<file path="src/rtl/pipe_stage_ctrl_if.sv">
// Handshake and bus bundle for the N-stage pipeline controller.
// The master side is the fetch source plus per-stage datapath; the slave side is the controller.
interface pipe_stage_ctrl_if #(
  parameter int STAGES = 5,
  parameter int BUS_W  = 169,
  parameter int CNT_W  = 32
);
  logic                    in_valid;
  logic [BUS_W-1:0]        in_bus;
  logic                    in_ready;
  logic [STAGES-1:0]       stage_over;
  logic [STAGES-1:0]       flush_req;
  logic [STAGES-1:0]       stage_valid;
  logic [STAGES-1:0]       stage_allow_in;
  logic [STAGES*BUS_W-1:0] stage_bus;
  logic                    retire;
  logic [CNT_W-1:0]        cycle_cnt;
  logic [CNT_W-1:0]        retire_cnt;
  logic [CNT_W-1:0]        stall_cnt;
  logic [CNT_W-1:0]        flush_cnt;

  modport master (
    output in_valid, in_bus, stage_over, flush_req,
    input  in_ready, stage_valid, stage_allow_in, stage_bus, retire,
           cycle_cnt, retire_cnt, stall_cnt, flush_cnt
  );

  modport slave (
    input  in_valid, in_bus, stage_over, flush_req,
    output in_ready, stage_valid, stage_allow_in, stage_bus, retire,
           cycle_cnt, retire_cnt, stall_cnt, flush_cnt
  );
endinterface

</file>
<file path="src/rtl/pipe_stage_ctrl.sv">
// Parametrised valid/allow_in pipeline controller with inter-stage bus latches,
// selective flush of younger stages, retire pulse and performance counters.
module pipe_stage_ctrl #(
  parameter int STAGES = 5,
  parameter int BUS_W  = 169,
  parameter int CNT_W  = 32
) (
  input logic              clk,
  input logic              reset,
  pipe_stage_ctrl_if.slave bus
);

  localparam logic [CNT_W-1:0] CNT_ONE = {{(CNT_W-1){1'b0}}, 1'b1};

  logic [STAGES-1:0]       valid;
  logic [STAGES-1:0]       valid_nxt;
  logic [STAGES-1:0]       allow;
  logic [STAGES-1:0]       eff_flush;
  logic [STAGES-1:0]       kill;
  logic [STAGES-1:0]       load;
  logic [STAGES*BUS_W-1:0] bus_q;
  logic                    any_flush;
  logic                    accept;
  logic [CNT_W-1:0]        cycle_q;
  logic [CNT_W-1:0]        retire_q;
  logic [CNT_W-1:0]        stall_q;
  logic [CNT_W-1:0]        flush_q;

  // Allow-in chain, flush kill mask and next-state of every valid bit
  always_comb begin
    eff_flush = bus.flush_req & valid;
    any_flush = |eff_flush;
    allow     = '0;
    kill      = '0;
    load      = '0;
    valid_nxt = valid;

    allow[STAGES-1] = ~valid[STAGES-1] | bus.stage_over[STAGES-1];
    kill[STAGES-1]  = 1'b0;
    // kill[i] is set when any older stage raises an effective flush
    for (int i = STAGES - 2; i >= 0; i--) begin
      allow[i] = ~valid[i] | (bus.stage_over[i] & allow[i+1]);
      kill[i]  = kill[i+1] | eff_flush[i+1];
    end

    accept  = bus.in_valid & allow[0] & ~any_flush;
    load[0] = accept;
    if (kill[0]) begin
      valid_nxt[0] = 1'b0;
    end else if (allow[0]) begin
      valid_nxt[0] = accept;
    end else begin
      valid_nxt[0] = valid[0];
    end

    // A killed upstream stage hands over nothing, even to the flushing stage
    for (int i = 1; i < STAGES; i++) begin
      load[i] = valid[i-1] & bus.stage_over[i-1] & allow[i];
      if (kill[i]) begin
        valid_nxt[i] = 1'b0;
      end else if (allow[i]) begin
        valid_nxt[i] = valid[i-1] & bus.stage_over[i-1] & ~kill[i-1];
      end else begin
        valid_nxt[i] = valid[i];
      end
    end
  end

  // Valid bits and bus latches; flush clears only valid bits
  always_ff @(posedge clk or posedge reset) begin
    if (reset) begin
      valid <= '0;
      bus_q <= '0;
    end else begin
      valid <= valid_nxt;
      if (load[0]) begin
        bus_q[0 +: BUS_W] <= bus.in_bus;
      end
      for (int i = 1; i < STAGES; i++) begin
        if (load[i]) begin
          bus_q[i*BUS_W +: BUS_W] <= bus_q[(i-1)*BUS_W +: BUS_W];
        end
      end
    end
  end

  // Performance counters, wrapping modulo 2^CNT_W
  always_ff @(posedge clk or posedge reset) begin
    if (reset) begin
      cycle_q  <= '0;
      retire_q <= '0;
      stall_q  <= '0;
      flush_q  <= '0;
    end else begin
      cycle_q <= cycle_q + CNT_ONE;
      if (bus.retire) begin
        retire_q <= retire_q + CNT_ONE;
      end
      if (bus.in_valid & ~bus.in_ready) begin
        stall_q <= stall_q + CNT_ONE;
      end
      if (any_flush) begin
        flush_q <= flush_q + CNT_ONE;
      end
    end
  end

  assign bus.in_ready       = allow[0] & ~any_flush;
  assign bus.stage_valid    = valid;
  assign bus.stage_allow_in = allow;
  assign bus.stage_bus      = bus_q;
  assign bus.retire         = valid[STAGES-1] & bus.stage_over[STAGES-1];
  assign bus.cycle_cnt      = cycle_q;
  assign bus.retire_cnt     = retire_q;
  assign bus.stall_cnt      = stall_q;
  assign bus.flush_cnt      = flush_q;

endmodule
</file>
<file path="src/flat_wrapper.sv">
// flat-port wrapper written by rule: the top's interface ports become plain ports
module pipe_stage_ctrl_flat 
#(
  parameter int STAGES = 5,
  parameter int BUS_W  = 169,
  parameter int CNT_W  = 32
)
  (clk, reset, bus_in_valid, bus_in_bus, bus_stage_over, bus_flush_req, bus_in_ready, bus_stage_valid, bus_stage_allow_in, bus_stage_bus, bus_retire, bus_cycle_cnt, bus_retire_cnt, bus_stall_cnt, bus_flush_cnt);
  pipe_stage_ctrl_if #(.STAGES(STAGES), .BUS_W(BUS_W), .CNT_W(CNT_W)) bus_i ();
  input logic clk;
  input logic reset;
  input wire logic [$bits(bus_i.in_valid)-1:0] bus_in_valid;
  input wire logic [$bits(bus_i.in_bus)-1:0] bus_in_bus;
  input wire logic [$bits(bus_i.stage_over)-1:0] bus_stage_over;
  input wire logic [$bits(bus_i.flush_req)-1:0] bus_flush_req;
  output wire logic [$bits(bus_i.in_ready)-1:0] bus_in_ready;
  output wire logic [$bits(bus_i.stage_valid)-1:0] bus_stage_valid;
  output wire logic [$bits(bus_i.stage_allow_in)-1:0] bus_stage_allow_in;
  output wire logic [$bits(bus_i.stage_bus)-1:0] bus_stage_bus;
  output wire logic [$bits(bus_i.retire)-1:0] bus_retire;
  output wire logic [$bits(bus_i.cycle_cnt)-1:0] bus_cycle_cnt;
  output wire logic [$bits(bus_i.retire_cnt)-1:0] bus_retire_cnt;
  output wire logic [$bits(bus_i.stall_cnt)-1:0] bus_stall_cnt;
  output wire logic [$bits(bus_i.flush_cnt)-1:0] bus_flush_cnt;
  assign bus_i.in_valid = bus_in_valid;
  assign bus_i.in_bus = bus_in_bus;
  assign bus_i.stage_over = bus_stage_over;
  assign bus_i.flush_req = bus_flush_req;
  assign bus_in_ready = bus_i.in_ready;
  assign bus_stage_valid = bus_i.stage_valid;
  assign bus_stage_allow_in = bus_i.stage_allow_in;
  assign bus_stage_bus = bus_i.stage_bus;
  assign bus_retire = bus_i.retire;
  assign bus_cycle_cnt = bus_i.cycle_cnt;
  assign bus_retire_cnt = bus_i.retire_cnt;
  assign bus_stall_cnt = bus_i.stall_cnt;
  assign bus_flush_cnt = bus_i.flush_cnt;
  pipe_stage_ctrl #(.STAGES(STAGES), .BUS_W(BUS_W), .CNT_W(CNT_W)) u_core (.clk(clk), .reset(reset), .bus(bus_i));
endmodule
</file>
<file path="config.mk">
export PLATFORM = sky130hd
export DESIGN_NAME = pipe_stage_ctrl_flat
export DESIGN_NICKNAME = d
export VERILOG_FILES = /design/src/rtl/pipe_stage_ctrl_if.sv /design/src/rtl/pipe_stage_ctrl.sv /design/src/flat_wrapper.sv
export SDC_FILE = /design/constraint.sdc
export NUM_CORES = 2
export LEC_CHECK = 0
export ABC_AREA = 0
export CAP_MARGIN = 10
export CORE_AREA = 2 2 461 463
export CTS_BUF_LIST = sky130_fd_sc_hd__clkbuf_4
export CTS_CLUSTER_SIZE = 14
export DETAILED_ROUTE_END_ITERATION = 10
export DIE_AREA = 0 0 463 465
export SLEW_MARGIN = 0
export SYNTH_ARGS = -nofsm -noshare
export SYNTH_HDL_FRONTEND = slang
export SYNTH_SLANG_ARGS = --single-unit
</file>
<file path="constraint.sdc">
create_clock -name clk -period 32.1 [get_ports clk]
set_input_delay 6.42 -clock clk [delete_from_list [all_inputs] [get_ports clk]]
set_output_delay 6.42 -clock clk [all_outputs]
set_load 0.03 [all_outputs]
</file>
==> flow_summary.ini <==
[layout]
num-fill-cells = 21905
areaGrowthSynthToFinish_pct = 50.3
design_area_um2 = 55700
layout_commonest_cell = clkdlybuf4s50_1
finalNetCount = 3906
final_cell_mix = 1166 x clkdlybuf4s50_1, 978 x dfrtp_1, 738 x mux2_2, 424 x clkbuf_4, 110 x mux2_1
drive_gt1_share_pct = 31.4

[synthesis]
syn_area_per_cell_um2 = 16.0
synth-seq-cells = 978
synthCells = 2318
synthTopCellsByArea = dfrtp_1 66%, mux2_2 22%, mux2_1 3.3%
synth_area_leader_cell = dfrtp_1
yosysWarningCount = 0
ys_types = 34
syn_nets = 2504
synth_top_area_share_pct = 66.0
syn-cell-area_um2 = 37100
synth-seq-area-share_pct = 66.0

[pwr]
combPwrFrac_pct = 49.7
p_leak_nw = 23.3
seqPwrFrac_pct = 33.4
clkPwrFrac_pct = 16.8
ir_worst_vdd_mv = 0.0796
p_int_mw = 3.89
swShare_pct = 44.7
p_per_area_nw_per_um2 = 126
switchingPower_mw = 3.14

[global_route]
grt_usage_pct = 14.6
grt-ovfl-total = 0
grt_pass1_wl_mm = 224
grt_max_degree = 164
antenna_found_initial = 16
grt_pass1_vias = 27820

[setup_path]
arrival_ns = 8.96
required_ns = 25.68
cpLargestDelayFamily = buffers and inverters
path_class = in2out
cp_slowest_cell = a222oi_1
cp_cell_sequence = clkdlybuf4s50_1, a222oi_1, nand3_2, nor2_1, clkdlybuf4s50_1
timing.critical_path.mode_cell = clkdlybuf4s50_1
critPathMaxStageDelay_ns = 0.75
cp_max_fo = 10
worst-path-buf-inv = 2
start_kind = input port
end_kind = output port

[die]
die_h_um = 465
dieArea_um2 = 215000
core_um2 = 211000
io_pins = 1167
start_util_pct = 17.6
die_w_um = 463
rows = 169

[sta]
final_max_slew_viol_count = 0
worstMarginPinSlew_ns = 1.24
slew_headroom_pct = 16.5
min_period_ns = 15.38
tns_ns = 0
fin_crit_sh_pct = 47.9
rsz0062_at_grt = false
hold_viol_final = 0
fin_worst_skew_ns = 0.119
fmax_ghz = 0.0650
finalSetupViolations = 0

[placed_design]
gp_congestion = 0.866
dpl_cell_area_um2 = 52200
dpl.hpwl_mm = 125
place.port_buffers = 1166

[route]
drt-total-wl_mm = 162
routedWlPerCell_um = 24.0
ant_nets = 0
drc = 0
firstDrtPassIters = 5
drtIter0Drc = 1152
vias = 26257
via_per_inst = 3.89

[run]
maxCapViolations = 0

[clock_tree]
cts_tree = done
cts_root_buf = clkbuf_4
cts.repair.resized = 0
clockBufferDepth = 4
postCtsSetupBuffers = 0
cts.sinks = 978
cts_hold_buf = 0
path_clk_slew_ns = 0.07
clkLatencyLatePin_ns = 1.25
cts_htree_levels = 5
cts_buffers = 299

[run_status]
status = finished clean

[hold_path]
hold_class = reg2reg
## final cells by class
| cell class | instances | area, µm² | area share (%) |
|---|---|---|---|
| repair buffers | 1202 | 12000 | 21.5 |
| multi-input cells | 1229 | 12100 | 21.8 |
| inverters | 10 | 41.3 | 0.0741 |
| flip-flops and latches | 978 | 24500 | 43.9 |
| diodes | 19 | 47.5 | 0.0854 |
| clock inverters | 66 | 325 | 0.584 |
| well taps | 2821 | 3530 | 6.34 |
| clock buffers | 424 | 3180 | 5.71 |
## worst register-to-register path, cell delays in order, from the launching register on
cell and delay (ns):
dfrtp_1 0.57, a222oi_1 0.73, nand3_2 0.41, nor3_4 0.27, buf_4 0.57, buf_4 0.96
mux2_2 0.47
## synth_stat cells
master / count
and4_1: 18
buf_1: 1
nor3_2: 1
xor2_1: 30
inv_1: 10
xnor2_1: 93
nor2_1: 15
nand3b_1: 1
dfrtp_1: 978
a21oi_1: 3
a31oi_1: 2
nand3_1: 53
nand3_2: 1
o21a_1: 1
mux2_1: 110
nor2b_1: 3
buf_4: 11
nor3_1: 13
a21o_1: 1
o21ai_0: 2
ha_1: 4
mux2_2: 738
and2_1: 8
and4b_1: 1
a222oi_1: 2
o2111ai_1: 1
nor4bb_1: 2
nand4_1: 36
nor4_1: 7
clkbuf_1: 59
and3_1: 29
nand2_1: 53
buf_2: 30
a21boi_0: 1
## metrics by stage
stage | hold slack [ns] | util (%) | worst slack (ns) | power [mW] | instances
after global placement | 0.467 | 24.7 | 16.82 | 5.89 | 6240
after floorplan | 0.630 | - | 12.21 | 4.02 | 2318
after global routing | 0.448 | 26.4 | 16.59 | 7.38 | 6742
after CTS | 0.462 | 26.4 | 16.77 | 7.16 | 6730
after detailed placement | 0.472 | 24.7 | 16.78 | 5.92 | 6240
final | 0.471 | 26.4 | 16.72 | 7.03 | 6749
## cell families after synthesis
logic type	share of synthesized area [%]
flip-flops	66.0
multiplexers	25.8
AND/OR/NAND/NOR	3.56
XOR/XNOR	2.91
buffers and inverters	1.34
AO/OA/AOI/OAI	0.240
adder cells (fa/ha/maj)	0.135
## per-layer routing
layer | GRT usage, % | share of wire [%] | routed length, µm | vias up
met4 | 5.43 | 3.3 | 5410 | 4
met2 | 23.8 | 48 | 77300 | 1187
li1 | - | - | - | 11229
met5 | 0 | 0.0092 | 15 | -
met3 | 6.73 | 10 | 16500 | 291
met1 | 16.7 | 39 | 63000 | 13546
## path summary, 6_finish.rpt
kind	depth (start not counted)	endpoint	startpoint	slack (ns)
hold / removal	1	u_core.bus.stage_bus[366]	u_core.bus.stage_bus[197]	0.47
setup reg to reg	6	u_core.bus.stage_bus[165]	u_core.bus.stage_valid[2]	27.95
min in group asynchronous	2	u_core.bus.flush_cnt[25]	reset	5.78
max in group asynchronous	8	u_core.bus.stage_bus[621]	reset	21.14
hold reg to reg	1	u_core.bus.stage_bus[366]	u_core.bus.stage_bus[197]	0.47
setup / recovery	5	bus_in_ready	bus_flush_req[4]	16.72
## power groups by stage
stage / sequential [mW] / combinational (mW) / clock, mW
after floorplan: 3.24 / 0.784 / 0
after global placement: 2.35 / 3.54 / 0
after detailed placement: 2.37 / 3.55 / 0
after CTS: 2.36 / 3.57 / 1.24
after global routing: 2.43 / 3.65 / 1.30
final: 2.35 / 3.49 / 1.18
## sequential cells by signal (all words and copies together) (netlist names)
signal                  count
u_core.bus.flush_cnt       32
u_core.bus.stall_cnt       32
u_core.bus.cycle_cnt       32
u_core.bus.retire_cnt      32
u_core.bus.stage_valid      5
u_core.bus.stage_bus      845
Power figures use the tool's default switching activity.
